$ cat src/rtl/axis_length_trim_pkg.sv
// Shared types for the RX length trimmer.
// FSM encoding, counter width, saturating increment.
package DataInterfacePkg;

  localparam int LEN_W = 16;

  typedef enum logic [1:0] {
    IDLE = 2'd0,
    PASS = 2'd1,
    DROP = 2'd2
  } trim_state_t;

  function automatic logic [LEN_W-1:0] sat_inc(
    input logic [LEN_W-1:0] v
  );
    return (v == '1) ? v : v + LEN_W'(1);
  endfunction

endpackage

$ cat src/rtl/axis_length_trim_skid.sv
// Two-entry register slice for {data, user, last}.
// Registered ready: high while the skid slot is free.
module axis_trim_skid
  import DataInterfacePkg::*;
#(
  parameter int W = 34
) (
  input  logic         clock,
  input  logic         rst,
  input  logic [W-1:0] in_data,
  input  logic         in_valid,
  output logic         in_ready,
  output logic [W-1:0] out_data,
  output logic         out_valid,
  input  logic         out_ready
);

  logic [W-1:0] skid_d;
  logic         skid_v;
  logic         skid_v_n;
  logic         load;
  logic         push;

  assign load = !out_valid || out_ready;
  assign push = in_valid && in_ready;

  // Skid slot fills only when the output register is held.
  always_comb begin
    skid_v_n = skid_v;
    if (load) skid_v_n = 1'b0;
    else if (push) skid_v_n = 1'b1;
  end

  // Output register refills from skid first, then from input.
  always_ff @(posedge clock or posedge rst) begin
    if (rst) begin
      out_data  <= '0;
      out_valid <= 1'b0;
      skid_d    <= '0;
      skid_v    <= 1'b0;
      in_ready  <= 1'b0;
    end else begin
      in_ready <= !skid_v_n;
      skid_v   <= skid_v_n;
      if (load) begin
        if (skid_v) begin
          out_data  <= skid_d;
          out_valid <= 1'b1;
        end else begin
          out_valid <= push;
          if (push) out_data <= in_data;
        end
      end else if (push) begin
        skid_d <= in_data;
      end
    end
  end

endmodule

$ cat src/rtl/axis_length_trim.sv
// Cuts AXI-stream frames back to a per-frame beat limit.
// Excess beats are swallowed; tlast forced on the last kept beat.
module axis_length_trim
  import DataInterfacePkg::*;
#(
  parameter int DSIZE = 32,
  parameter int USIZE = 1
) (
  input  logic               clock,
  input  logic               rst,
  input  logic [LEN_W-1:0]   length,
  input  logic               s_axis_tvalid,
  output logic               s_axis_tready,
  input  logic               s_axis_tlast,
  input  logic [DSIZE-1:0]   s_axis_tdata,
  input  logic [USIZE-1:0]   s_axis_tuser,
  output logic               m_axis_tvalid,
  input  logic               m_axis_tready,
  output logic               m_axis_tlast,
  output logic [DSIZE-1:0]   m_axis_tdata,
  output logic [USIZE-1:0]   m_axis_tuser,
  output logic [DSIZE/8-1:0] m_axis_tkeep,
  output logic               trim_flag,
  output logic [LEN_W-1:0]   trim_beats
);

  localparam int W = DSIZE + USIZE + 1;

  trim_state_t      state;
  logic [LEN_W-1:0] len_q;
  logic [LEN_W-1:0] cnt;
  logic [LEN_W-1:0] drop_cnt;
  logic [LEN_W:0]   cnt_nx;
  logic             at_lim;
  logic             skid_rdy;
  logic             acc;
  logic             fwd;
  logic             out_last;

  assign m_axis_tkeep  = '1;
  assign s_axis_tready = (state == DROP) || skid_rdy;
  assign acc    = s_axis_tvalid && s_axis_tready;
  assign cnt_nx = {1'b0, cnt} + (LEN_W+1)'(1);
  assign at_lim = (cnt_nx == {1'b0, len_q});

  // Which accepted beats reach the skid, and their tlast.
  always_comb begin
    fwd      = 1'b0;
    out_last = s_axis_tlast;
    unique case (state)
      IDLE: begin
        fwd      = acc && (length != '0);
        out_last = s_axis_tlast || (length == LEN_W'(1));
      end
      PASS: begin
        fwd      = acc;
        out_last = s_axis_tlast || at_lim;
      end
      default: ;
    endcase
  end

  // Frame FSM, beat counters and trim status.
  always_ff @(posedge clock or posedge rst) begin
    if (rst) begin
      state      <= IDLE;
      len_q      <= '0;
      cnt        <= '0;
      drop_cnt   <= '0;
      trim_flag  <= 1'b0;
      trim_beats <= '0;
    end else begin
      trim_flag <= 1'b0;
      if (acc) begin
        unique case (state)
          IDLE: begin
            len_q    <= length;
            cnt      <= LEN_W'(1);
            drop_cnt <= (length == '0) ? LEN_W'(1) : '0;
            if (s_axis_tlast) begin
              state      <= IDLE;
              trim_beats <= (length == '0) ? LEN_W'(1) : '0;
              trim_flag  <= (length == '0);
            end else if (length <= LEN_W'(1)) begin
              state <= DROP;
            end else begin
              state <= PASS;
            end
          end
          PASS: begin
            cnt <= sat_inc(cnt);
            if (s_axis_tlast) begin
              state      <= IDLE;
              trim_beats <= '0;
            end else if (at_lim) begin
              state    <= DROP;
              drop_cnt <= '0;
            end
          end
          DROP: begin
            drop_cnt <= sat_inc(drop_cnt);
            if (s_axis_tlast) begin
              state      <= IDLE;
              trim_beats <= sat_inc(drop_cnt);
              trim_flag  <= 1'b1;
            end
          end
          default: state <= IDLE;
        endcase
      end
    end
  end

  axis_trim_skid #(
    .W(W)
  ) u_skid (
    .clock     (clock),
    .rst       (rst),
    .in_data   ({s_axis_tdata, s_axis_tuser, out_last}),
    .in_valid  (fwd),
    .in_ready  (skid_rdy),
    .out_data  ({m_axis_tdata, m_axis_tuser, m_axis_tlast}),
    .out_valid (m_axis_tvalid),
    .out_ready (m_axis_tready)
  );

endmodule

$ cat config.mk
export PLATFORM = sky130hd
export DESIGN_NAME = axis_length_trim
export DESIGN_NICKNAME = d
export VERILOG_FILES = /design/src/rtl/axis_length_trim_pkg.sv /design/src/rtl/axis_length_trim_skid.sv /design/src/rtl/axis_length_trim.sv
export SDC_FILE = /design/constraint.sdc
export NUM_CORES = 1
export LEC_CHECK = 0
export CAP_MARGIN = 20
export CORE_UTILIZATION = 40
export CTS_CLUSTER_DIAMETER = 120
export DETAILED_ROUTE_END_ITERATION = 8
export GPL_TIMING_DRIVEN = 0
export HOLD_SLACK_MARGIN = 0.05
export SYNTH_ARGS = -nofsm -noshare
export SYNTH_HDL_FRONTEND = slang
export SYNTH_SLANG_ARGS = --single-unit
$ cat constraint.sdc
create_clock -name clock -period 10 [get_ports clock]
set_clock_uncertainty 0.1 [all_clocks]
set_input_delay 1 -clock clock [delete_from_list [all_inputs] [get_ports clock]]
set_output_delay 1 -clock clock [all_outputs]
set_load 0.05 [all_outputs]
==> results of run 1 <==
cell families after synthesis:
kind of cell	count (synthesis)
xor+xnor	31
compound gates	157
flops	138
fa+ha+maj	6
other cells	1
simple gates	192
mux	92
buf+inv	61
how the worst max path moves through the flow:
stage          cells after the start                 end       start
6_report                          10  u_skid.out_data[9]  length[12]
5_1_grt                           10  u_skid.out_data[8]  length[13]
4_1_cts                           10  u_skid.out_data[9]  length[12]
3_5_place_dp                      10  u_skid.out_data[9]  length[12]
3_3_place_gp                       2            len_q[6]         rst
2_1_floorplan                      1              cnt[0]         rst
metrics by stage:
stage	std cells	util, %	hold slack (ns)	setup WS (ns)
2_1_floorplan	681	-	0.380	5.20
3_3_place_gp	1011	48.6	0.363	3.29
3_5_place_dp	1012	48.8	0.369	5.72
4_1_cts	1044	52.1	0.382	6.16
5_1_grt	1044	52.1	0.403	6.00
6_report	1044	52.1	0.380	6.27
final cells by class:
type	count	area (um2)	share of cell area (%)
clock inverters	12	140	1.56
multi-input cells	482	3310	37.0
well taps	225	282	3.14
repair buffers	106	1080	12.0
plain buffers	43	183	2.04
inverters	18	72.6	0.810
flip-flops and latches	138	3450	38.6
clock buffers	20	437	4.87
power by group through the flow:
stage	clock (mW)	sequential, mW	combinational (mW)
2_1_floorplan	0	1.08	0.460
3_3_place_gp	0	0.861	0.974
3_5_place_dp	0	0.872	0.995
4_1_cts	0.632	0.865	0.998
5_1_grt	0.662	0.887	1.06
6_report	0.619	0.863	0.988
worst max-delay path, delay by kind of cell:
kind	cells	cell delay, ns
buffers and inverters	3	1.29
and+or+nand+nor	3	0.84
AOI/OAI and AO/OA	4	0.82
routing by layer:
layer	part of all wire [%]	GRT usage [%]	routed length [um]	vias to the layer above
met3	7.1	7.03	1250	18
met5	0	0	0	-
li1	-	-	-	2661
met1	44	25.8	7760	2752
met4	1.4	5.68	246	0
met2	47	33.3	8360	168
layout by cell type, fill, tap and decap left out, types with 17 or more instances in the layout:
master	count
clkbuf_1	34
clkbuf_16	17
clkdlybuf4s50_1	105
dfrtp_1	138
inv_1	17
mux2_2	53
mux2i_1	39
nand2_1	82
nor2_1	34
o21ai_0	77
xnor2_1	19
registers in the layout, summed over array words and instances (netlist names):
name / flops
cnt: 16
drop_cnt: 16
len_q: 16
state: 2
trim_beats: 16
trim_flag: 1
u_skid.in_ready: 1
u_skid.out_data: 34
u_skid.out_valid: 1
u_skid.skid_d: 34
u_skid.skid_v: 1
==> summary.md, run 1 <==
| Metric | Value |
|---|---|
| Slew HR | roughly half |
| CTS Buffer Depth | 2 |
| DRC violations left | 0 |
| Max-cap violations | 0 |
| Period utilization | between 30% and 40% |
| 1st-pass router iterations | 5 |
| Power Total | between 2 and 2.5 mW |
| Total CTS buffers | 17 |
| Die area | around 0.018 mm2 |
| Worst Path Required | a little over 10 ns |
| Maximum vdd drop | about 0.00019 V |
| Num rows | 48 |
| Post-synth ARST share | 100% |
| Clk root buf | clkbuf_16 |
| Total Routing Usage GR | around 20% |
| Main combinational cell family by area after synthesis | multiplexers |
| Crit path max-delay cell type | clkbuf_1 |
| Switching Share | between 30% and 40% |
| Count of flip-flops with a built-in enable after synthesis | 0 |
| Worst R2R End | cnt[7] |
| Clk slew on worst S/H paths | approximately 0.06 ns |
| Setup TNS | 0 ns |
| Post-synthesis cell type count | 62 |
| CTS sink cnt | between 100 and 150 |
| Number of global-route vias before repair | 5733 |
| Worst setup path class | in2reg |
| Endpoints failing setup | 0 |
| Synth Area per Inst | 10.3 um2 |
| Post-Synth XOR/XNOR Area | about 4.5% |
| Pwr Density | 276 mW/mm2 |
| Mapped Area | roughly 0.0070 mm2 |
| Largest net degree at the start of global routing | slightly below 100 |
| Die width | 134 um |
| Syn-to-layout area delta | 27.9% |
| Worst Tran Pin Value | roughly 0.77 ns |
| Mux cell area share after synthesis | ~14% |
| RSZ-0062 raised after global routing | no |
| Adder-Cell Fraction of Synth Area | around 1.1% |
| Filler cells | around 1600 |
| Synth Area in Compound Gates | ~14% |
| Simple-Gate Fraction of Synth Area | 13.7% |
| Area of the core | between 0.015 and 0.02 mm2 |
| Final Instance Area | 0.00896 mm2 |
| YS warnings | 0 |
| Top cell type's share of synthesized area | slightly below 50% |
| Post-synth top cells | 138 x dfrtp_1, 82 x nand2_1, 77 x o21ai_0 |
| Initial antenna violation count | 0 |
| Pint | between 1.5 and 2 mW |
| Worst path cell trace | clkdlybuf4s50_1, nor3_1, nand4_1, o21ai_0, a21oi_1, o21ai_1, clkbuf_1, clkbuf_1, nand2_1, o21ai_0 |
| Max Freq | 268 MHz |
| Final min period | about 3.7 ns |
| Vias per cell | around 5.4 |
| Min-delay src | trim_beats[4] |
| Final net count | a little under 900 |
| Most common cell in the netlist | dfrtp_1 |
| Reg-to-reg slack, setup | 6.87 ns |
| Grt ovf | 0 |
| Worst setup SP type | input port |
| Clock power share | 25.1% |
| Hold Vio Cnt, Final | 0 |
| Switch Pwr | just under 1 mW |
| Hold-fix buffers, CTS | 0 |
| Worst-Skew Late Latency | 0.42 ns |
| Vias | about 5600 |
| CTS tree | yes |
| Die Ht | 134 um |
| Dpl cell area | 0.00838 mm2 |
| FF-to-FF Start | cnt[0] |
| Worst min-delay path class | reg2reg |
| Power share of the combinational group | 40.0% |
| Final WL | 17.6 mm |
| CP Max Fanout | 10 |
| Outcome | completed |
| Final HPWL DP | between 10 and 15 mm |
| Post-CTS setup buffer count | 0 |
| CTS H-Tree Depth | 4 |
| Initial DRC count | between 200 and 300 |
| P_leak | 3.66 nW |
| Fraction of layout cells with a size suffix above 1 | between 10% and 20% |
| Synth area leader | dfrtp_1 |
| Crit. End Element | flop |
| Number of diodes | 0 |
| End of the worst hold path | trim_beats[4] |
| WP data arrival | 3.96 ns |
| Max incr delay on CP | between 0.4 and 0.5 ns |
| Top post-synthesis cells by area | dfrtp_1 49%, mux2_2 8.5%, mux2i_1 5.6% |
| Post-synthesis sequential area ratio | 49.3% |
| Flop pwr share | between 30% and 40% |
| DR WL/cell | 16.9 um |
| #FFs+latches synth | between 100 and 150 |
| IO Pins | ~110 |
| R2R depth | 11 |
| Synthesized instance count | about 680 |
| Global-route wire length before repair | about 29 mm |
| Hold path depth | 2 |
| # port buffers | 105 |
| Cts repair resizes | 0 |
| Antenna viol nets, final | 0 |
| Slew Viols, Final | 0 |
| Initial Util | 40.8% |
| Most used flip-flop cell after synthesis | dfrtp_1 |
| GPL Wtd Cong | approximately 0.88 |
Note: power is estimated with default switching activity, not from simulation.
==> inputs of run 2 (changes only) <==
clock period = 3.6 ns   (was 10 ns; I/O delays follow)
==> run 2 against run 1 <==
Effect of this change: die area unchanged; sequential share of layout area about the same; first-iteration DRC count down 7.0%; combinational power rose to 2.8 times the previous value; sequential cell count unchanged; worst setup slack worse by 5.8 ns; count of clock-buffer cells in the layout down 3; total power rose to 2.7 times the previous value; non-clock buffer count up 2; critical path type is now reg2reg; critical endpoint is now cnt[15]; highest routed layer unchanged.
==> summary.md, run 2 (synthesis results as in run 1) <==
| Metric | Value |
|---|---|
| Clock power share | 23.8% (-1.3 points) |
| Worst path cell trace | ha_1, and3_1, clkbuf_1, nand3_1, nor2_1, or3_1, clkbuf_1, clkbuf_1, nor2_1, o21ai_0, o31ai_1 |
| Period utilization | approximately 86% |
| Worst min-delay path class | in2async |
| Fraction of layout cells with a size suffix above 1 | 13.3% (+0.58 points) |
| Crit path max-delay cell type | clkbuf_1 |
| Flop pwr share | 35.5% (+0.6 points) |
| Pwr Density | 753 mW/mm2 (+170%) |
| CTS H-Tree Depth | 4 (unchanged) |
| Total Routing Usage GR | 20.1% (-0.37 points) |
| Worst-Skew Late Latency | 0.41 ns (about the same) |
| CTS sink cnt | 138 (unchanged) |
| Grt ovf | 0 (unchanged) |
| Pre-CTS setup slack | 0.0739 ns (-5.64 ns) |
| Switching Share | 40.1% (+0.90 points) |
| Cts repair resizes | 0 (unchanged) |
| Slew Viols, Final | 0 (unchanged) |
| Critical path launch point | cnt[0] |
| Number of diodes | 0 (unchanged) |
| Number of global-route vias before repair | 5622 (-1.9%) |
| Vias | 5556 (-0.77%) |
| Worst setup SP type | flop |
| Num rows | 48 (unchanged) |
| Final WL | 17.2 mm (-2.6%) |
| Die Ht | 134 um (unchanged) |
| Initial antenna violation count | 0 (unchanged) |
| Delay-heaviest family, CP | buffers and inverters |
| DR WL/cell | 16.4 um (-2.8%) |
| DRC violations left | 0 (unchanged) |
| Clk slew on worst S/H paths | 0.06 ns (about the same) |
| Worst Tran Pin Value | 0.758 ns (-0.00710 ns) |
| Worst Path Required | 3.78 ns (-6.45 ns) |
| Largest net degree at the start of global routing | 43 (-57%) |
| Antenna viol nets, final | 0 (unchanged) |
| Top Registers | u_skid.out_data (34), u_skid.skid_d (34) |
| Total CTS buffers | 17 (unchanged) |
| Endpoints failing setup | 0 (unchanged) |
| Final min period | approximately 3.1 ns |
| Switch Pwr | 2.70 mW (+180%) |
| Commonest cells after routing, fill and taps aside | 138 x dfrtp_1, 105 x clkdlybuf4s50_1, 82 x nand2_1 |
| CP Max Fanout | 10 (unchanged) |
| Pint | 4.04 mW (+170%) |
| Max-cap violations | 0 (unchanged) |
| Maximum vdd drop | 0.000496 V (+170%) |
| CTS Buffer Depth | 2 (unchanged) |
| Syn-to-layout area delta | 27.9% (about the same) |
| RSZ-0062 raised after global routing | no |
| Final HPWL DP | 12.4 mm (-1.4%) |
| Area of the core | 0.0172 mm2 (unchanged) |
| CTS tree | yes |
| Vias per cell | 5.31 (-0.96%) |
| Hold Vio Cnt, Final | 0 (unchanged) |
| CP Buf/Inv Count | 3 (unchanged) |
| GPL Wtd Cong | 0.906 (+2.7%) |
| Global-route wire length before repair | 28.3 mm (-2.5%) |
| # port buffers | 105 (unchanged) |
| Hold-fix buffers, CTS | 0 (unchanged) |
| Setup TNS | 0 ns (unchanged) |
| Outcome | completed |
| Final net count | 868 (+0.23%) |
| IO Pins | 111 (unchanged) |
| P_leak | 3.67 nW (+0.23%) |
| Most common cell after layout, fill and taps aside | dfrtp_1 |
| Power Total | 6.74 mW (+170%) |
| Slew HR | 49.5% (+0.47 points) |
| Post-CTS setup buffer count | 0 (unchanged) |
| Worst setup path class | reg2reg |
| Clk root buf | clkbuf_16 |
| Initial Util | 40.8% (unchanged) |
| Worst path most repeated cell | clkbuf_1 |
| Crit. End Element | flop |
| Die area | 0.0180 mm2 (unchanged) |
| Power share of the combinational group | 40.7% (+0.7 points) |
| Max incr delay on CP | 0.47 ns (about the same) |
| Max Freq | 322 MHz |
| Initial DRC count | 252 (-7.0%) |
| 1st-pass router iterations | 4 (-1) |
| FF-to-FF Start | cnt[0] |
| Die width | 134 um (unchanged) |
| Post-route setup slack | 0.494 ns (-5.78 ns) |
| WP data arrival | 3.28 ns (-0.68 ns) |
[run 2: changes by cell type in the layout (fill, tap and decap cells not counted)]
cell        previous run  this run
bufinv_16              2         0
inv_8                  0         1
buf_12                 0         3
buf_16                 1         0
clkbuf_1              34        31
clkinvlp_4             3         2
inv_6                  5         2
clkinv_4               2         8
clkinv_2               1         3
[run 2: worst reg2reg max path, delay by kind of cell, from the launching register on]
family | cells | cell delay (ns)
simple gates | 5 | 0.77
compound gates | 2 | 0.26
flops | 1 | 0.46
buf+inv | 3 | 1.09
fa+ha+maj | 1 | 0.29
[run 2: cell type report]
type	count	area [um2]
Clock buffer	17	425
Timing Repair Buffer	108	1110
Clock inverter	15	121
Buffer	43	183
Sequential cell	138	3450
Fill cell	1592	8220
Tap cell	225	282
Inverter	18	71.3
Multi-Input combinational cell	482	3310
[run 2: stage by stage]
stage                     cells  cell area (um2)  hold WS [ns]  utilization, %
after floorplan             681             7020         0.380               -
after detailed placement   1014             8410         0.373            49.0
after global placement     1011             8350         0.364            48.6
after CTS                  1046             8960         0.297            52.2
final                      1046             8960         0.284            52.2
after global routing       1046             8960         0.349            52.2
[run 2: worst paths after layout]
check | endpoint | slack (ns) | cells past startpoint
min in group clock | trim_flag | 0.30 | 3
max in group asynchronous | trim_beats[10] | 2.20 | 4
hold reg to reg | trim_beats[5] | 0.38 | 2
setup reg to reg | cnt[15] | 0.49 | 11
setup / recovery | cnt[15] | 0.49 | 11
hold / removal | u_skid.skid_d[3] | 0.28 | 2
[run 2: layer usage]
layer	vias up	global-route usage, %	wire length, um
li1	2676	-	-
met2	151	32.2	7980
met1	2707	25.3	7660
met5	-	0	0
met4	0	6.80	326
met3	22	6.95	1190
[run 2: power groups by stage]
stage | Combinational (mW) | Clock (mW) | Sequential (mW)
after global placement | 2.71 | 0 | 2.39
after detailed placement | 2.76 | 0 | 2.42
final | 2.74 | 1.61 | 2.39
after CTS | 2.77 | 1.65 | 2.40
after global routing | 2.96 | 1.71 | 2.46
after floorplan | 1.28 | 0 | 3.00
